File: src/rtl/ascon_round_ctrl.sv
// ascon_round_ctrl: drives the Ascon round counter through one p^a/p^b permutation; define ROUND_CHECK_EN to add a shadow-counter sequence check
module ascon_round_ctrl #(
  parameter int LAST_ROUND = 11,
  parameter int B_START    = 6,
  parameter int CONST_W    = 8
) (
  input  logic               clock_i,
  input  logic               reset_i,
  input  logic               start_i,
  input  logic               mode_i,
  input  logic [3:0]         count_i,
  output logic               cnt_ena_o,
  output logic               cnt_init_a_o,
  output logic               cnt_init_b_o,
  output logic               round_ena_o,
  output logic [CONST_W-1:0] round_const_o,
  output logic               ready_o,
  output logic               busy_o,
  output logic               done_o,
  output logic               err_o
);
  typedef enum logic [1:0] {IDLE, ROUND, DONE} state_t;
  localparam logic [3:0] LAST = 4'(LAST_ROUND);
  state_t state_q, state_d;
  logic last;
  logic [7:0] rc;
  assign last = count_i == LAST;
  assign rc = {4'hF - count_i, count_i};
`ifdef ROUND_CHECK_EN
  localparam logic [3:0] B_ST = 4'(B_START);
  logic [3:0] shadow_q, shadow_d;
  logic err_q, err_d, mis;
  assign mis = state_q == ROUND && count_i != shadow_q;
  assign err_o = err_q | mis;
`else
  assign err_o = 1'b0;
`endif
  // next state and Mealy outputs from state, start/mode and the live count
  always_comb begin
    state_d = state_q;
    cnt_ena_o = 1'b0;
    cnt_init_a_o = 1'b0;
    cnt_init_b_o = 1'b0;
    round_ena_o = 1'b0;
    round_const_o = '0;
    ready_o = 1'b0;
    busy_o = 1'b0;
    done_o = 1'b0;
`ifdef ROUND_CHECK_EN
    shadow_d = shadow_q;
    err_d = err_q;
`endif
    case (state_q)
      IDLE: begin
        ready_o = 1'b1;
        cnt_ena_o = start_i;
        cnt_init_a_o = start_i & ~mode_i;
        cnt_init_b_o = start_i & mode_i;
        state_d = start_i ? ROUND : IDLE;
`ifdef ROUND_CHECK_EN
        shadow_d = start_i ? (mode_i ? B_ST : 4'd0) : shadow_q;
        err_d = start_i ? 1'b0 : err_q;
`endif
      end
      ROUND: begin
        busy_o = 1'b1;
        round_ena_o = 1'b1;
        round_const_o = CONST_W'(rc);
        cnt_ena_o = ~last;
        state_d = last ? DONE : ROUND;
`ifdef ROUND_CHECK_EN
        shadow_d = last ? shadow_q : shadow_q + 4'd1;
        err_d = err_q | mis;
        state_d = (last || mis) ? DONE : ROUND;
`endif
      end
      DONE: begin
        done_o = 1'b1;
        state_d = IDLE;
      end
      default: state_d = IDLE;
    endcase
  end
  // state registers; reset returns to IDLE without touching the counter
  always_ff @(posedge clock_i) begin
    if (reset_i) begin
      state_q <= IDLE;
`ifdef ROUND_CHECK_EN
      shadow_q <= 4'd0;
      err_q <= 1'b0;
`endif
    end else begin
      state_q <= state_d;
`ifdef ROUND_CHECK_EN
      shadow_q <= shadow_d;
      err_q <= err_d;
`endif
    end
  end
endmodule

File: config.mk
export PLATFORM = sky130hd
export DESIGN_NAME = ascon_round_ctrl
export DESIGN_NICKNAME = d
export VERILOG_FILES = /design/src/rtl/ascon_round_ctrl.sv
export SDC_FILE = /design/constraint.sdc
export NUM_CORES = 1
export LEC_CHECK = 0
export CAP_MARGIN = 20
export CORE_AREA = 2 2 39 41
export DETAILED_ROUTE_END_ITERATION = 8
export DIE_AREA = 0 0 41 43
export GPL_TIMING_DRIVEN = 0
export PLACE_DENSITY_LB_ADDON = 0.08
export SETUP_SLACK_MARGIN = 0.3
export SKIP_LAST_GASP = 1
export SLEW_MARGIN = 20
export SYNTH_ARGS = -nofsm -noshare
export SYNTH_HDL_FRONTEND = slang
export SYNTH_SLANG_ARGS = --single-unit
export TNS_END_PERCENT = 100
File: constraint.sdc
create_clock -name clock_i -period 2.3 [get_ports clock_i]
set_input_delay 0.23 -clock clock_i [delete_from_list [all_inputs] [get_ports clock_i]]
set_output_delay 0.23 -clock clock_i [all_outputs]
set_load 0.02 [all_outputs]
==> results of run 1 <==
## cells in the mapped netlist
master	count	area [um^2]
nor2_1	6	22.52
and2_1	4	25.02
buf_4	2	15.01
dfxtp_1	2	40.04
a2111oi_2	1	15.01
a211oi_1	1	7.510
and3_1	1	6.260
and4b_1	1	10.01
conb_1	1	3.750
inv_1	1	3.750
nand2b_1	1	6.260
nor2b_1	1	6.260
nor3b_1	1	7.510
nor4b_1	1	8.760
## stage by stage
stage	cells	utilization
final	65	0.3237
after global routing	65	0.3237
after CTS	65	0.3228
after detailed placement	62	0.3020
after global placement	62	0.3020
after floorplan	24	-
## area by class of cell
cell class                      count  area [um^2]
Tap cell                           16        20.02
Clock buffer                        3        22.52
Buffer                              2        15.01
Inverter                            1        3.754
Timing Repair Buffer               22        219.0
Sequential cell                     2        41.29
Fill cell                         147        935.9
Multi-Input combinational cell     19        126.4
## kinds of logic (layout without fill, tap and decap cells)
logic type	after synthesis	after routing	share of synthesized area
buf+inv	3	28	0.1056
other cells	1	1	0.02111
compound gates	2	2	0.1268
simple gates	16	16	0.5212
flops	2	2	0.2254
## per-layer routing
layer  up-vias  global-route usage  part of all wire  routed length (um)
met4         0             0.08000                 0                   0
met2        11              0.1219              0.53                 314
met3         0             0.03141             0.054                  32
met1       111             0.07987              0.41                 241
li1        131                   -                 -                   -
met5         -                   0                 0                   0
## worst reg2reg max path, stage by stage (launching register included)
cell	delay, ns
dfxtp_2	0.40
nor2_1	0.09
a2111oi_2	0.32
## what timing repair did
item                                    in CTS  in global routing
cloned                                       0                  0
gates resized for setup                      2                  1
pin swaps                                    0                  0
endpoints found under the setup margin       6                  5
## how the worst min path moves through the flow
stage,start,end,slack [ns],cells past startpoint
finish,state_q[1],state_q[0],0.51,1
CTS,state_q[1],state_q[0],0.52,1
global route,state_q[1],state_q[0],0.55,1
detailed placement,state_q[1],state_q[0],0.51,1
global placement,state_q[1],state_q[0],0.51,1
floorplan,reset_i,state_q[0],0.31,1
## report_power, final
part           switching [mW]  internal [mW]
clock network          0.0179         0.0574
registers             0.00337         0.0368
logic                  0.0389         0.0450
total                  0.0602          0.139
==> flow_summary.yaml, run 1 <==
status:
  status: "finished, final reports clean"
sta:
  rsz0062_at_grt: "no"
  period_needed_ns: 1.866
  fmaxAchievable_ghz: 0.5359
  fin_tns_setup_ns: 0
  finalCritPeriodShare: 0.8113
  hold-worst-slack_ns: 0.5133
  layout_setup_ws_ns: 0.4339
  drv_slew: 0
  setup_viol: 0
  hold_viol_final: 0
  skew_ns: 0.001738
yosys:
  postSynthAreaPerCell_um2: 7.403
  ys_types: 14
  synth_area_um2: 177.7
  syn-num-nets: 32
  synthCells: 24
  synth-seq-cells: 2
  ys_seq_area_frac: 0.2254
  synth_warnings: 0
route:
  postRouteWirelength_um: 589
  drc: 0
  post_drt_wl_per_cell_um: 9.062
  ant_nets: 0
  first_pass_iters: 4
  vias: 253
  drtIter0Drc: 3
  viasPerCell: 3.892
cts:
  h-tree-depth: 1
  cts_buffer_depth: 2
  cts.clk_slew.worst_paths_ns: 0.03
  cts_root_buf: "clkbuf_4"
  ctsHoldBuffers: 0
  numCtsBuffers: 3
  insertion_delay_ns: 0.22
  post_cts_buffers: 0
  cts.sinks: 2
  cts_tree: "done"
critical_path:
  endpoint: "round_const_o[2]"
  crit_type: "register to primary output"
  timing.rr.start: "state_q[0]"
  worst-path-max-fanout: 6
  critical-path-top-delay-family: "buffers and inverters"
  r2r-end: "state_q[0]"
  cp_num_cells: 4
  cp.buffers_inverters: 2
  worst-endpoint-required_ns: 2.07
  r2r_cells: 2
  startpoint: "state_q[1]"
  crit_chain: "nand2b_4 > inv_1 > and2_1 > clkdlybuf4s50_1"
  worstSetupStartpointType: "register"
  crit_path_max_incr_delay_ns: 0.61
  crit_path_end_kind: "primary output"
  crit_arrival_ns: 1.64
  slowest_stage: "clkdlybuf4s50_1"
  r2r_slack_ns: 1.38
floorplan:
  rows: 14
  die_w_um: 41
  pin_count: 24
  initial_utilization: 0.1284
  die_y_um: 43
  die_area_um2: 1763
  core-area_um2: 1384
power_and_ir_drop:
  finalPower_mw: 0.1993
  leakage_nw: 0.1800
  vdd_ir_drop_max_mv: 0.1393
  powerDensity_nw_per_um2: 445.0
final_layout:
  fin_nets: 59
  largest_reg_flops: 2
  regMostFlops: "state_q"
  synthToLayoutAreaGrowth_pct: 152.1
  top_regs: "state_q x2"
  final_area_um2: 447.9
  layout-drive-gt1-share: 0.1633
  final_cell_mix: "21 x clkdlybuf4s50_1, 6 x nor2_1, 4 x and2_1"
  antenna_cells: 0
  mostFrequentLayoutCell: "clkdlybuf4s50_1"
global_routing:
  grt_pass1_wl_um: 931
  antenna_found_initial: 0
  track_usage: 0.08216
  grt_pass1_vias: 240
  grt_max_degree: 8
  grt_overflow: 0
run:
  maxCapViolCount: 0
worst_hold_path:
  holdCritPathClass: "register to register"
placed_design:
  place_worst_setup_slack_ns: 0.2175
  port_buffers: 22
  gp_congestion: 0.5747
  placed_area_um2: 417.9
No activity file was read; power rests on OpenSTA's default activity.
==> run 2: changes to the inputs <==
==> constraint.sdc (replaced) <==
create_clock -name clock_i -period 1.66 [get_ports clock_i]
set_input_delay 0.166 -clock clock_i [delete_from_list [all_inputs] [get_ports clock_i]]
set_output_delay 0.166 -clock clock_i [all_outputs]
set_load 0.02 [all_outputs]
==> run 2 against run 1 <==
Net effect:
- hold slack lost 0.062 ns
- register-to-register slack worse by 0.66 ns
- sequential cell count unchanged
- non-clock buffer count grew 3
- combinational power up 33%
==> flow_summary.yaml, run 2 (synthesis gave the netlist of run 1 again) <==
route:
  post_drt_wl_per_cell_um: 9.235
  drc: 0
  vias: 271
  postRouteWirelength_um: 628
  viasPerCell: 3.985
  first_pass_iters: 2
  drtIter0Drc: 1
  ant_nets: 0
critical_path:
  slowest_stage: "clkdlybuf4s50_1"
  r2r_slack_ns: 0.72
  crit_chain: "clkdlybuf4s50_1 > and4b_2 > a211oi_2 > buf_4"
  crit_type: "input port to primary output"
  startpoint: "count_i[1]"
  crit_path_end_kind: "primary output"
  worst-path-max-fanout: 3
  crit_arrival_ns: 1.24
  timing.rr.start: "state_q[0]"
  crit_path_max_incr_delay_ns: 0.43
  worstSetupStartpointType: "input port"
  worst-endpoint-required_ns: 1.49
floorplan:
  die_w_um: 41
  die_y_um: 43
  rows: 14
  core-area_um2: 1384
  pin_count: 24
  die_area_um2: 1763
  initial_utilization: 0.1284
power_and_ir_drop:
  combPwrFrac: 0.414
  p_seq_frac: 0.202
  powerDensity_nw_per_um2: 614.5
  p_switching_mw: 0.08568
  vdd_ir_drop_max_mv: 0.1934
  p_clk_frac: 0.384
  switching_share: 0.3175
  leakage_nw: 0.2304
  p_int_mw: 0.1842
global_routing:
  grt_pass1_wl_mm: 1.000
  grt_max_degree: 8
  grt_overflow: 0
  antenna_found_initial: 0
  track_usage: 0.08818
  grt_pass1_vias: 246
placed_design:
  placed_area_um2: 417.9
  port_buffers: 22
  gp_congestion: 0.5747
sta:
  finalCritPeriodShare: 0.8464
  setup_viol: 0
  rsz0062_at_grt: "yes"
  drv_slew: 0
  skew_ns: 0.0009270
  period_needed_ns: 1.405
  fmaxAchievable_ghz: 0.7117
  hold-worst-slack_ns: 0.4508
  hold_viol_final: 0
cts:
  numCtsBuffers: 3
  cts.sinks: 2
  h-tree-depth: 1
  cts_buffer_depth: 2
  cts_tree: "done"
  ctsHoldBuffers: 0
  cts_root_buf: "clkbuf_4"
  cts.clk_slew.worst_paths_ns: 0.03
  insertion_delay_ns: 0.22
final_layout:
  final_cell_mix: "8 x buf_2, 6 x nor2_1, 6 x buf_4, 6 x clkdlybuf4s50_1, 4 x and2_1"
  antenna_cells: 0
  synthToLayoutAreaGrowth_pct: 147.2
  regMostFlops: "state_q"
  fin_nets: 62
  final_area_um2: 439.2
  mostFrequentLayoutCell: "buf_2"
  layout-drive-gt1-share: 0.5192
  fillCellCount: 161
  top_regs: "state_q x2"
  largest_reg_flops: 2
status:
  status: "finished, final reports clean"
run:
  maxCapViolCount: 0
worst_hold_path:
  hp-start: "state_q[1]"
  holdCritPathClass: "register to register"
-- run 2: cell type report --
type                    count  area (um^2)  share of cell area
plain buffers               2        15.01             0.03419
repair buffers             25        200.2              0.4558
inverters                   1        3.754            0.008547
multi-input cells          19        132.6              0.3020
flip-flops and latches      2        45.04              0.1026
clock buffers               3        22.52             0.05128
well taps                  16        20.02             0.04558
-- run 2: critical path: cells and delay by family --
kind                   cells  cell delay (ns)
buffers and inverters      2             0.60
and+or+nand+nor            1             0.27
AOI/OAI and AO/OA          1             0.19
-- run 2: metrics by stage --
step	TNS (ns)	cells	power (mW)	util	worst slack, ns
floorplan	0	24	0.1084	-	0.3646
global placement	-0.5429	62	0.1726	0.3020	-0.2748
detailed placement	-0.6975	62	0.1723	0.3020	-0.2945
CTS	0	67	0.2791	0.3192	0.1938
global route	0	68	0.2988	0.3174	0.1931
finish	0	68	0.2699	0.3174	0.2550
-- run 2: routing by layer --
metal / wire length (um) / part of all wire / GRT usage / vias to the layer above
li1: - / - / - / 136
met1: 233 / 0.37 / 0.08307 / 122
met2: 344 / 0.55 / 0.1375 / 13
met3: 51 / 0.081 / 0.03141 / 0
met4: 0 / 0 / 0.08000 / 0
met5: 0 / 0 / 0 / -
-- run 2: final timing paths --
path / depth (start not counted) / endpoint
min reg2reg: 1 / state_q[0]
max: 4 / cnt_ena_o
min: 1 / state_q[0]
max reg2reg: 2 / state_q[0]
-- run 2: what timing repair did --
item                                    CTS  global route
setup buffers                             2             1
pin swaps                                 0             1
endpoints found under the setup margin   15             6
resized for setup                        56             6
-- run 2: power groups by stage --
| stage | Clock [mW] | Sequential (mW) | Combinational [mW] |
|---|---|---|---|
| detailed placement | 0 | 0.0549 | 0.117 |
| global placement | 0 | 0.0549 | 0.118 |
| CTS | 0.111 | 0.0545 | 0.114 |
| finish | 0.104 | 0.0544 | 0.112 |
| global route | 0.123 | 0.0550 | 0.121 |
| floorplan | 0 | 0.0542 | 0.0543 |
==> run 3: changes to the inputs <==
==> constraint.sdc (replaced) <==
create_clock -name clock_i -period 1.3 [get_ports clock_i]
set_input_delay 0.13 -clock clock_i [delete_from_list [all_inputs] [get_ports clock_i]]
set_output_delay 0.13 -clock clock_i [all_outputs]
set_load 0.02 [all_outputs]
==> run 3 against run 2 <==
Net effect:
- register-to-register slack worse by 0.32 ns
- sequential share of layout area down 0.41 points
- routed wire length down 4.8%
- highest routed layer unchanged
- via count shrank 1.5%
- total power is 35% higher
- critical path type is now register to primary output
- hold slack better by 0.0052 ns
- largest power group unchanged
==> flow_summary.yaml, run 3 (synthesis gave the netlist of run 1 again) <==
critical_path:
  crit_path_max_incr_delay_ns: 0.35
  worstSetupStartpointType: "register"
  cp.buffers_inverters: 2
  critical-path-top-delay-family: "flip-flops"
  worst-path-max-fanout: 6
  crit_path_end_kind: "primary output"
  worst-endpoint-required_ns: 1.17
  crit_arrival_ns: 1.07
  crit_chain: "nand2b_4 > inv_4 > and2_4 > buf_6"
  slowest_stage: "dfxtp_4"
  crit_type: "register to primary output"
power_and_ir_drop:
  powerDensity_nw_per_um2: 755.0
  combPwrFrac: 0.451
  vdd_ir_drop_max_mv: 0.1996
  p_int_mw: 0.2513
  p_switching_mw: 0.1133
  leakage_nw: 0.2282
  switching_share: 0.3108
  p_seq_frac: 0.191
  p_clk_frac: 0.359
floorplan:
  die_y_um: 43
  die_w_um: 41
  pin_count: 24
  rows: 14
  core-area_um2: 1384
  die_area_um2: 1763
  initial_utilization: 0.1284
placed_design:
  placed_area_um2: 442.9
  gp_congestion: 0.6746
  dp_hpwl_um: 483.3
  port_buffers: 22
route:
  postRouteWirelength_um: 598
  drc: 0
  ant_nets: 0
  post_drt_wl_per_cell_um: 9.061
  drtIter0Drc: 0
  vias: 267
  viasPerCell: 4.045
  first_pass_iters: 1
global_routing:
  grt_overflow: 0
  grt_max_degree: 8
  grt_pass1_wl_um: 890
  grt_pass1_vias: 232
  antenna_found_initial: 0
  track_usage: 0.07207
final_layout:
  seq_area_um2: 47.55
  fin_nets: 60
  final_core_util: 0.3490
  regMostFlops: "state_q"
  largest_reg_flops: 2
  antenna_cells: 0
  top_regs: "state_q x2"
  layout-drive-gt1-share: 0.7000
  fillCellCount: 152
  multi_input_area_um2: 156.4
  final_area_um2: 483.0
  synthToLayoutAreaGrowth_pct: 171.8
  final_cell_mix: "10 x buf_4, 8 x buf_6, 5 x nor2_1"
  mostFrequentLayoutCell: "buf_4"
run:
  maxCapViolCount: 0
sta:
  setup_viol: 0
  period_needed_ns: 1.201
  hold_viol_final: 0
  drv_slew: 0
  finalCritPeriodShare: 0.9241
  rsz0062_at_grt: "yes"
  fmaxAchievable_ghz: 0.8324
  skew_ns: 0.001069
cts:
  cts.clk_slew.worst_paths_ns: 0.03
  cts.sinks: 2
  cts_buffer_depth: 2
  numCtsBuffers: 3
  cts_root_buf: "clkbuf_4"
  cts_tree: "done"
  insertion_delay_ns: 0.22
  h-tree-depth: 1
  ctsHoldBuffers: 0
status:
  status: "finished, final reports clean"
worst_hold_path:
  holdCritPathClass: "register to register"
[run 3: cell types whose count changed in the layout (fill, tap and decap cells not counted), sizes merged]
| cell | change |
|---|---|
| dlymetal6s2s | -1 |
| dlygate4sd2 | +2 |
| clkdlybuf4s50 | -3 |
| buf | +3 |
| clkdlybuf4s15 | -1 |
| clkbuf | -2 |
[run 3: worst paths after layout]
check	from	to	slack, ns	depth (start not counted)
max	state_q[1]	round_const_o[3]	0.1	4
min	state_q[1]	state_q[0]	0.46	1
max reg2reg	state_q[0]	state_q[0]	0.40	2
min reg2reg	state_q[1]	state_q[0]	0.46	1
[run 3: final cells by class]
cell class | count | area share
well taps | 16 | 0.04145
inverters | 1 | 0.01295
flip-flops and latches | 2 | 0.09845
clock buffers | 3 | 0.04663
repair buffers | 23 | 0.4456
multi-input cells | 19 | 0.3238
plain buffers | 2 | 0.03109
[run 3: what timing repair did]
action,CTS,global route
endpoints found under the hold margin,0,0
endpoints found under the setup margin,16,15
setup buffers,0,1
resized for setup,93,4
pin swaps,8,0
[run 3: power groups by stage]
stage	clock network [mW]	logic, mW	registers [mW]
global route	0.147	0.175	0.0708
CTS	0.142	0.156	0.0698
floorplan	0	0.0742	0.0723
detailed placement	0	0.155	0.0732
global placement	0	0.155	0.0731
finish	0.131	0.164	0.0695
[run 3: stage by stage]
step	setup TNS, ns	std cells	hold WS [ns]	worst slack, ns	power (mW)
after CTS	0	65	0.4596	0.08380	0.3675
after detailed placement	-2.466	62	0.4828	-0.5508	0.2279
after floorplan	0	24	0.1985	0.2969	0.1465
after global routing	0	66	0.4769	0.04383	0.3919
after global placement	-2.373	62	0.4787	-0.5346	0.2277
final	0	66	0.4561	0.09861	0.3646
[run 3: layer usage]
metal | part of all wire | global-route usage
met3 | 0.15 | 0.04188
met5 | 0 | 0
met1 | 0.36 | 0.07962
met4 | 0 | 0.02000
met2 | 0.49 | 0.1125
